**config.mk**
```make
export PLATFORM = sky130hd
export DESIGN_NAME = uart_rx_core
export DESIGN_NICKNAME = d
export VERILOG_FILES = /design/src/rtl/uart_pkg.sv /design/src/rtl/uart_sync2.sv /design/src/rtl/uart_rx_core.sv
export SDC_FILE = /design/constraint.sdc
export NUM_CORES = 1
export LEC_CHECK = 0
export CAP_MARGIN = 20
export CORE_ASPECT_RATIO = 1.1
export CORE_UTILIZATION = 55
export DETAILED_ROUTE_END_ITERATION = 6
export PLACE_DENSITY_LB_ADDON = 0.15
export SLEW_MARGIN = 30
export SYNTH_ARGS = -nofsm -noshare
export SYNTH_HDL_FRONTEND = slang
export SYNTH_SLANG_ARGS = --single-unit
export TNS_END_PERCENT = 100
```
**constraint.sdc**
```tcl
create_clock -name clock -period 2.59 [get_ports clock]
set_clock_uncertainty 0.2 [all_clocks]
set_input_delay 0.259 -clock clock [delete_from_list [all_inputs] [get_ports clock]]
set_output_delay 0.259 -clock clock [all_outputs]
set_load 0.01 [all_outputs]
```
**src/rtl/uart_pkg.sv**
```systemverilog
`default_nettype none
// ============================================================================
// Module      : uart_pkg
// Description : Shared UART types, constants and baud helper for rx/tx cores.
// Revision    : 1.0 - initial release
// ============================================================================
package uart_pkg;

    localparam int DATA_BITS = 8;

    typedef enum logic [2:0] {
        IDLE   = 3'd0,
        START  = 3'd1,
        DATA   = 3'd2,
        PARITY = 3'd3,
        STOP   = 3'd4,
        BREAK  = 3'd5
    } uart_rx_state_t;

    function automatic int cycles_per_bit(int hz, int baud);
        return hz / baud;
    endfunction

endpackage
`default_nettype wire

```
**src/rtl/uart_sync2.sv**
```systemverilog
`default_nettype none
// ============================================================================
// Module      : uart_sync2
// Description : Two-flop synchroniser for a single asynchronous input.
// Revision    : 1.0 - initial release
// ============================================================================
module uart_sync2 #(
    parameter logic RESET_VALUE = 1'b1
) (
    input  logic clock,
    input  logic reset,
    input  logic i_async,
    output logic o_sync
);

    logic r_meta;

    always_ff @(posedge clock) begin
        if (reset) begin
            r_meta <= RESET_VALUE;
            o_sync <= RESET_VALUE;
        end else begin
            r_meta <= i_async;
            o_sync <= r_meta;
        end
    end

endmodule
`default_nettype wire

```
**src/rtl/uart_rx_core.sv**
```systemverilog
`default_nettype none
// ============================================================================
// Module      : uart_rx_core
// Description : 8N1 UART receiver, mid-bit sampling, valid/ready byte output.
//               Define UART_RX_PARITY_EN to add an even-parity bit and
//               a sticky parity_error output.
// Revision    : 1.0 - initial release
// ============================================================================
module uart_rx_core
    import uart_pkg::*;
#(
    parameter int CLOCK_HZ       = 27_000_000,
    parameter int BAUD           = 115_200,
    parameter int CYCLES_PER_BIT = cycles_per_bit(CLOCK_HZ, BAUD)
) (
    input  logic                 clock,
    input  logic                 reset,
    input  logic                 uart_rx,
    output logic [DATA_BITS-1:0] data,
    output logic                 valid,
    input  logic                 ready,
    output logic                 frame_error,
    output logic                 overrun,
`ifdef UART_RX_PARITY_EN
    output logic                 parity_error,
`endif
    input  logic                 clear_errors
);

    localparam int CNT_W = $clog2(CYCLES_PER_BIT);
    localparam int IDX_W = $clog2(DATA_BITS);
    localparam logic [CNT_W-1:0] c_cnt_half = CNT_W'(CYCLES_PER_BIT / 2 - 1);
    localparam logic [CNT_W-1:0] c_cnt_full = CNT_W'(CYCLES_PER_BIT - 1);
    localparam logic [IDX_W-1:0] c_idx_last = IDX_W'(DATA_BITS - 1);

    generate
        if (CYCLES_PER_BIT < 4) begin : g_cpb_check
            $error("uart_rx_core: CYCLES_PER_BIT must be at least 4");
        end
    endgenerate

    logic                 w_rx_s;
    logic                 w_tick;
    uart_rx_state_t       r_state;
    logic [CNT_W-1:0]     r_cnt;
    logic [IDX_W-1:0]     r_bit_idx;
    logic [DATA_BITS-1:0] r_shift;
    logic                 r_deliver;
`ifdef UART_RX_PARITY_EN
    logic                 r_par_bad;
`endif

    uart_sync2 #(
        .RESET_VALUE (1'b1)
    ) u_sync (
        .clock   (clock),
        .reset   (reset),
        .i_async (uart_rx),
        .o_sync  (w_rx_s)
    );

    assign w_tick = (r_state != IDLE) && (r_cnt == '0);

    always_ff @(posedge clock) begin
        if (reset) begin
            r_state     <= IDLE;
            r_cnt       <= '0;
            r_bit_idx   <= '0;
            r_shift     <= '0;
            r_deliver   <= 1'b0;
            data        <= '0;
            valid       <= 1'b0;
            frame_error <= 1'b0;
            overrun     <= 1'b0;
`ifdef UART_RX_PARITY_EN
            parity_error <= 1'b0;
            r_par_bad    <= 1'b0;
`endif
        end else begin
            r_deliver <= 1'b0;

            // Clear first so that a same-cycle set below takes priority
            if (clear_errors) begin
                frame_error <= 1'b0;
                overrun     <= 1'b0;
`ifdef UART_RX_PARITY_EN
                parity_error <= 1'b0;
`endif
            end

            if ((r_state != IDLE) && (r_cnt != '0)) begin
                r_cnt <= r_cnt - CNT_W'(1);
            end

            case (r_state)
                IDLE: begin
                    if (!w_rx_s) begin
                        r_cnt   <= c_cnt_half;
                        r_state <= START;
                    end
                end
                START: begin
                    if (w_tick) begin
                        if (w_rx_s) begin
                            r_state <= IDLE;
                        end else begin
                            r_cnt     <= c_cnt_full;
                            r_bit_idx <= '0;
                            r_state   <= DATA;
                        end
                    end
                end
                DATA: begin
                    if (w_tick) begin
                        r_shift   <= {w_rx_s, r_shift[DATA_BITS-1:1]};
                        r_cnt     <= c_cnt_full;
                        r_bit_idx <= r_bit_idx + IDX_W'(1);
                        if (r_bit_idx == c_idx_last) begin
`ifdef UART_RX_PARITY_EN
                            r_state <= PARITY;
`else
                            r_state <= STOP;
`endif
                        end
                    end
                end
`ifdef UART_RX_PARITY_EN
                PARITY: begin
                    if (w_tick) begin
                        r_cnt     <= c_cnt_full;
                        r_par_bad <= ^{r_shift, w_rx_s};
                        if (^{r_shift, w_rx_s}) begin
                            parity_error <= 1'b1;
                        end
                        r_state <= STOP;
                    end
                end
`endif
                STOP: begin
                    if (w_tick) begin
                        if (w_rx_s) begin
`ifdef UART_RX_PARITY_EN
                            r_deliver <= !r_par_bad;
`else
                            r_deliver <= 1'b1;
`endif
                            r_state <= IDLE;
                        end else begin
                            frame_error <= 1'b1;
                            r_state     <= BREAK;
                        end
                    end
                end
                BREAK: begin
                    if (w_rx_s) begin
                        r_state <= IDLE;
                    end
                end
                default: r_state <= IDLE;
            endcase

            // A byte arriving while the previous one is unconsumed is dropped
            if (r_deliver) begin
                if (!valid || ready) begin
                    data  <= r_shift;
                    valid <= 1'b1;
                end else begin
                    overrun <= 1'b1;
                end
            end else if (valid && ready) begin
                valid <= 1'b0;
            end
        end
    end

endmodule
`default_nettype wire

```
Word-level counts from Yosys, hierarchy flattened:

Index checks and enable logic that the tools add are counted.

* add/subtract/negate cells: 2
* $mul: 0
* div/mod/pow operators: 0
* $lt $le $gt $ge: 0
* equality and inequality tests: 13
* shift operators: 0
* mux-type cells: 30
* bitwise operators: 2
* reductions and logical operators: 17

Operators with widths (count)
* $mux 8: 5
* $mux 3: 10
* $pmux 8 s3: 1
* $pmux 3 s5: 1
* $ne 2x2->1 const B: 6
* $mux 1: 11
* $eq 3x3->1 const B: 3
* $logic_not 8->1: 1
* $reduce_bool 8->1: 1
* $sub 8x1->8 const B: 1
* $pmux 3 s2: 1
* $reduce_and 2->1: 3
* $reduce_and 6->1: 1
* $ne 2x1->1 const B: 2
* $reduce_and 4->1: 1
* $reduce_bool 2->1: 2
* $add 3x1->3 const B: 1
* $eq 3x1->1 const B: 1
* $eq 3x2->1 const B: 1
* $logic_and 1x1->1: 3
* $logic_not 3->1: 1
* $reduce_bool 3->1: 1
* $reduce_or 3->1: 1
* $mux 2: 1
* other kinds (3): 4

* register bits after elaboration: 36
* bits in latches: 0
* RAM bits: 0
* bits in read-only memories: 0
* bits of input ports: 5
* output and inout bits: 11
* logic and storage cells: 75
* memories: 0

Logic depth before layout (Yosys ltp):

Gate-level depths: netlist of run 1.

* depth after elaboration: 6
* gate-level depth with buffers: 7
* depth with buffers taken out: 6

Cells and area by module:

From an unflattened synthesis of run 1, not the netlist that was laid out.

* cells, all modules: 177
* area, all modules: 1582.8 µm²

Modules (own cells, without submodules)
* uart_rx_core: instances 1, cells each 173, area an instance 1530.2 µm², seq. area each 680.7 µm²
* uart_sync2: instances 1, cells each 4, area an instance 52.6 µm², seq. area each 40.0 µm²

Worst setup path after synthesis of run 1:

Ideal clock, no wire load.

* path kind: flip-flop to flip-flop
* start: reg r_cnt[0]
* end: reg r_cnt[1]
* library setup time: 0.079 ns
* data arrival time: 1.650 ns
* required time: 2.311 ns
* slack: 0.661 ns
* stages on the path, launching flop included: 8
* buffers on the path: 1
* clock period less this slack: 1.929 ns
* cells stage by stage: dfxtp_1 > inv_1 > ha_1 > nor3b_2 > and2_0 > buf_2 > or3_1 > a211oi_2

* cells in the longest elaborated chain, start to end: 6
* elaborated cells on any way between the ends: 11
* those cells by class: add/sub: 1; mux: 6; reduce/logical: 4

RTL lines
* from (decl): RTL line uart_rx_core.sv:45 `logic [CNT_W-1:0] r_cnt;`
* from (signal assigned): RTL line uart_rx_core.sv:92 `r_cnt <= r_cnt - CNT_W'(1);`
* from (signal assigned): RTL line uart_rx_core.sv:98 `r_cnt <= c_cnt_half;`
* from (signal assigned): RTL line uart_rx_core.sv:107 `r_cnt <= c_cnt_full;`
* parallel branches: the longest is 5 deep, another holds $sub 8x1->8
* $pmux 8 s3 *: RTL line uart_rx_core.sv:95 `case (r_state)`

Every way passes the cells marked *.
A chain may end at the register's enable or synchronous reset.

Worst setup path in the final report of run 1:

Ends and elaborated chain as after synthesis.

==> key figures, run 1 <==
Die
  – DIE AREA: 3190 um^2
  – Core area: 2800 um^2
  – Die Y: 59.2 um
  – Num ports: 16
  – Die Wd: 54.0 um
  – Initial Util: 58.3%
  – Row count: 20

Cells and area
  – # nets final: 196
  – Area Growth Syn to Fin: 12.2%
  – Final non-filler cell total: 222
  – Antenna cells: 0
  – Layout cells sized above 1: 10.1%

Logic synthesis
  – Yosys top cell area share: 44.1%
  – Top-count cell post-synth: dfxtp_1
  – Top_reg_cell synth: dfxtp_1
  – Main area contributors after synthesis: dfxtp_1 44%, mux2i_1 12%, nor2_1 6.2%
  – Syn_nets: 181
  – Post-synthesis register bit count: 36
  – Number of flops mapped to enable cells by yosys: 0
  – Yosys cell types: 45
  – Avg Cell Area, Syn: 9.45 um^2
  – Cell taking the most area after synthesis: dfxtp_1
  – Syn Std Cell Area: 1630 um^2
  – Yosys warns: 0
  – Post-Syn Instances: 173
  – Ys async rst share: 0%
  – Commonest cells in the synthesized netlist: 36 x dfxtp_1, 27 x nor2_1, 19 x mux2i_1, 7 x a21oi_1, 7 x inv_1
  – Seq/Total Area, Yosys: 44.1%

Critical path
  – Setup crit start: r_cnt[0]
  – RR Startpoint: r_cnt[0]
  – Worst Setup Path Type: reg -> reg
  – CP Data Required Time: 2.66 ns
  – Critical Path Start Type: flop
  – Worst Path Arrival: 2.18 ns
  – Kind of end point of the critical path: flop
  – Worst-path maximum fanout: 7
  – R2R cell count: 6

Drt
  – Via count: 1,290
  – Detailed Routing Iterations Pass 1: 4
  – Avg Vias per Cell: 5.81
  – Drt wl/cell: 13.6 um
  – DRT antenna net count: 0
  – Final wirelength: 3010 um
  – DRT iter0 DRCs: 53
  – DRC viols: 0

Clock tree
  – Post-cts resize count: 0
  – Skew-Pair Late Insertion Delay: 0.34 ns
  – Clock Path Buffers: 2
  – Hold buffer count at cts: 0
  – Reg clk slew, reported paths: 0.11 ns
  – CTS tree: done
  – Setup Fix Bufs, Post-CTS: 0
  – Num CTS Buffers: 5
  – Max H-tree Level: 2
  – Root Buffer: clkbuf_4
  – CTS Sinks: 36

Placement
  – Dpl cells: 214
  – Port Buffers: 15
  – Setup slack after placement: 0.523 ns
  – HPWL Detailed: 2200 um
  – Routability cong.: 0.781

STA
  – Worst Setup Slack, final: 0.477 ns
  – Unrepaired setup endpoints after global routing: false
  – Setup violators final: 0
  – Setup TNS: 0 ns
  – Tmin final: 2.11 ns
  – Final period utilization: 81.6%
  – Fin. max-slew vios: 0
  – Worst-margin pin slew: 0.643 ns
  – Final Hold Fails: 0
  – Hold slack: 0.225 ns
  – Slew headroom: 56.8%
  – Fmax: 473 MHz

Run
  – Max-cap violation count: 0

GRT
  – Vias in the first global route: 1,193
  – GRT Total Usage: 22.6%
  – Initial antenna violation count: 0
  – Maximum number of pins on one net before global-route repair: 19
  – Gr ovfl total: 0
  – First-pass GRT wire length: 5160 um

Worst hold path
  – Hold Path Origin: u_sync.r_meta
  – Worst Hold Class: reg -> reg
  – WHS Path Cells: 1

Outcome
  – Status: completed

Power
  – Total power: 1.05 mW
  – P_leak: 0.785 nW
  – VDD IR max: 0.511 mV
  – Power per Cell Area: 571 nW/um^2
-- cells in the final DEF, fill, tap and decap left out, types with 2 or more instances in the layout --
cell and count:
dfxtp_1 36, nor2_1 27, mux2i_1 19, clkdlybuf4s50_1 15
inv_1 7, a21oi_1 7, nand2_1 6, nor3_1 5
clkbuf_4 5, nand2b_1 4, a31oi_1 4, nand3_1 4
nor2b_1 3, nand4_1 3, o22ai_1 3, ha_1 3
buf_4 3, nor3_2 2, or3_1 2, nor3b_1 2
o21ai_1 2, a2bb2oi_1 2, or2_2 2
-- cell families (layout without fill, tap and decap cells) --
family	count (synthesis)	in the layout	synth area share, %
buffers and inverters	17	33	6.36
flip-flops	36	36	44.1
adder cells (fa/ha/maj)	3	3	2.30
AND/OR/NAND/NOR	69	69	22.8
multiplexers	19	19	11.6
AO/OA/AOI/OAI	29	29	12.8
-- critical path, cell delays in order (launching register included) --
cell and delay [ns]:
dfxtp_1 0.38, inv_1 0.07, ha_1 0.22, nor3b_2 0.43
and2_0 0.37, o21ai_1 0.13, a211oi_2 0.24
-- where the power goes --
group          switching (mW)  internal, mW  total [mW]
logic                  0.0850        0.0560       0.141
clock network           0.185         0.133       0.318
registers              0.0205         0.567       0.587
total                   0.290         0.756        1.05
-- flip-flops by register name, summed over array words and instances, names as in the netlist --
signal         count
r_shift            8
overrun            1
u_sync.r_meta      1
r_cnt              8
data               8
r_deliver          1
u_sync.o_sync      1
r_state            3
valid              1
frame_error        1
r_bit_idx          3
-- routing by layer --
layer,GRT usage [%],share of wire [%]
met3,7.18,4.2
met4,11.0,1.8
met5,0,0
met2,37.4,51
met1,25.9,43
-- path summary, 6_finish.rpt --
| check | slack (ns) | end |
|---|---|---|
| hold / removal | 0.22 | u_sync.o_sync |
| hold reg to reg | 0.22 | u_sync.o_sync |
| setup reg to reg | 0.48 | r_cnt[1] |
| setup / recovery | 0.48 | r_cnt[1] |
-- per-stage QoR --
stage | instance area (um^2) | utilization, %
after floorplan | 1630 | -
after global placement | 1770 | 63.2
after detailed placement | 1770 | 63.2
after CTS | 1830 | 65.4
after global routing | 1830 | 65.4
final | 1830 | 65.4
-- cell type report --
cell class                 count  area, um^2
clock inverter                 1        7.51
fill                         234         970
tap                           33        41.3
clock buffer                   7        55.1
timing repair buffer          18         173
sequential                    36         721
inverter                       7        26.3
multi-input combinational    120         810
Power figures use the tool's default switching activity.
==> inputs of run 2 (changes only) <==
--- a/config.mk
+++ b/config.mk
@@ -7,7 +7,7 @@
 export LEC_CHECK = 0
 export CAP_MARGIN = 20
 export CORE_ASPECT_RATIO = 1.1
-export CORE_UTILIZATION = 55
+export CORE_UTILIZATION = 50
 export DETAILED_ROUTE_END_ITERATION = 6
 export PLACE_DENSITY_LB_ADDON = 0.15
 export SLEW_MARGIN = 30
==> constraint.sdc (replaced) <==
create_clock -name clock -period 1.7 [get_ports clock]
set_clock_uncertainty 0.2 [all_clocks]
set_input_delay 0.17 -clock clock [delete_from_list [all_inputs] [get_ports clock]]
set_output_delay 0.17 -clock clock [all_outputs]
set_load 0.01 [all_outputs]
==> key figures, run 2 (synthesis gave the netlist of run 1 again) <==
Power
  – P_leak: 0.951 nW (+21%)
  – Total power: 1.87 mW (+79%)
  – VDD IR max: 0.671 mV (+31%)
  – Power per Cell Area: 876 nW/um^2 (+53%)

Outcome
  – Status: complete, but fails checks
  – Failing checks: negative setup slack

Drt
  – Drt wl/cell: 14.1 um (+3.8%)
  – Avg Vias per Cell: 5.57 (-4.2%)
  – Via count: 1,397 (+8.3%)
  – Detailed Routing Iterations Pass 1: 4 (unchanged)
  – Final wirelength: 3540 um (+17%)
  – DRT antenna net count: 0 (unchanged)
  – DRT iter0 DRCs: 63 (+19%)
  – DRC viols: 0 (unchanged)

Worst hold path
  – Worst Hold Class: in -> reg

GRT
  – Maximum number of pins on one net before global-route repair: 17 (-2)
  – Vias in the first global route: 1,267 (+6.2%)
  – Gr ovfl total: 0 (unchanged)
  – First-pass GRT wire length: 5600 um (+8.4%)
  – Initial antenna violation count: 0 (unchanged)
  – GRT Total Usage: 21.5% (-1.1 points)

Die
  – Die Wd: 56.5 um (+4.7%)
  – DIE AREA: 3500 um^2 (+9.6%)
  – Num ports: 16 (unchanged)
  – Die Y: 62.0 um (+4.7%)
  – Core area: 3070 um^2 (+9.7%)
  – Initial Util: 53.2% (-5.1 points)
  – Row count: 21 (+5.0%)

Cells and area
  – Area Growth Syn to Fin: 30.9%
  – Top Registers: data x8, r_cnt x8, r_shift x8
  – Final non-filler cell total: 251 (+13%)
  – Commonest non-fill, non-tap cell in the layout: dfxtp_1
  – Antenna cells: 0 (unchanged)
  – Most frequent cells in the layout: 32 x dfxtp_1, 29 x buf_4, 27 x nor2_1, 19 x mux2i_1, 15 x clkdlybuf4s50_1
  – Layout cells sized above 1: 27.6% (+18 points)
  – Finished Cell Area: 2140 um^2 (+17%)
  – # nets final: 224 (+14%)

STA
  – Fmax: 556 MHz (+18%)
  – Slew headroom: 78.5% (+22 points)
  – Setup violators final: 12 (+12)
  – Final period utilization: 106% (+24 points)
  – Final Hold Fails: 0 (unchanged)
  – Unrepaired setup endpoints after global routing: true
  – Fin. max-slew vios: 0 (unchanged)
  – Worst Setup Slack, final: -0.0975 ns (-0.574 ns)
  – Tmin final: 1.80 ns (-0.316 ns)
  – Worst-margin pin slew: 0.319 ns (-0.324 ns)

Clock tree
  – Max H-tree Level: 2 (unchanged)
  – Root Buffer: clkbuf_4
  – Clock Path Buffers: 2 (unchanged)
  – Reg clk slew, reported paths: 0.11 ns (about the same)
  – CTS Sinks: 36 (unchanged)
  – CTS tree: done
  – Num CTS Buffers: 5 (unchanged)
  – Skew-Pair Late Insertion Delay: 0.34 ns (about the same)

Critical path
  – Worst Setup Path Type: reg -> reg
  – Worst Path Arrival: 1.87 ns (-0.31 ns)
  – CP Data Required Time: 1.77 ns (-0.89 ns)
  – Worst-path maximum fanout: 7 (unchanged)
  – Crit-path cells: inv_2 > ha_4 > nor3b_4 > and2_2 > or3_1 > a211oi_2
  – Critical Path Start Type: flop
  – Buf+Inv Stages, Crit Path: 1 (unchanged)
  – Largest stage delay, worst path: 0.38 ns (-0.05 ns)
  – Crit-path slowest cell: or3_1
  – Kind of end point of the critical path: flop
  – Top delay family on crit path: simple AND/OR/NAND/NOR gates

Placement
  – Port Buffers: 15 (unchanged)
  – Dpl cells: 240 (+12%)
  – Routability cong.: 0.878 (+12%)
  – Setup slack after placement: -0.117 ns (-0.639 ns)
  – Post-DP Area: 1990 um^2 (+13%)
  – HPWL Detailed: 2580 um (+17%)

Run
  – Max-cap violation count: 0 (unchanged)
==> run 2: path summary, 6_finish.rpt <==
check | start | endpoint | slack (ns) | cells past startpoint
worst max register to register | r_cnt[1] | r_cnt[1] | -0.1 | 6
worst max-delay path | r_cnt[1] | r_cnt[1] | -0.1 | 6
worst min-delay path | uart_rx | u_sync.r_meta | 0.20 | 2
worst min register to register | u_sync.r_meta | u_sync.o_sync | 0.22 | 1
==> run 2: per-stage QoR <==
step	TNS (ns)	util [%]	hold WS, ns
3_3_place_gp	-0.103	64.8	0.192
6_report	-0.413	69.6	0.196
4_1_cts	-0.744	68.3	0.181
3_5_place_dp	-0.496	64.8	0.195
2_1_floorplan	-0.123	-	0.0738
5_1_grt	-2.28	69.6	0.197
==> run 2: repair_timing <==
action                                 in CTS  in global routing
hold buffers                                0                  0
buffers inserted                            1                  1
gates cloned                                1                  0
setup endpoints to repair                  22                 22
pin swaps                                   1                  2
endpoints found under the hold margin       0                  0
gates resized for setup                     7                  8
==> run 2: layout make-up <==
class                           instances  area [um^2]
Multi-Input combinational cell        120          868
Inverter                                7         26.3
Clock inverter                          2         35.0
Sequential cell                        36          726
Tap cell                               34         42.5
Clock buffer                            6         41.3
Fill cell                             237          936
Timing Repair Buffer                   46          399
==> run 2: worst reg2reg max path: stages (launching register included) <==
cell and delay (ns):
dfxtp_1 0.36, inv_2 0.05, ha_4 0.15, nor3b_4 0.15, and2_2 0.26, or3_1 0.38
a211oi_2 0.18
==> run 2: per-layer routing <==
metal  part of all wire (%)  track usage, %  vias up
met2                     49            36.6       33
met4                    2.9            11.1        0
met1                     44            26.0      651
met5                      0               0        -
met3                    3.7            4.97       12
li1                       -               -      701
==> run 2: power by group <==
part	total, mW	switching (mW)	internal [mW]	leakage, nW
Sequential	0.888	0.0239	0.864	0.293
Combinational	0.402	0.197	0.205	0.616
Clock	0.582	0.274	0.308	0.0422
Total	1.87	0.495	1.38	0.951
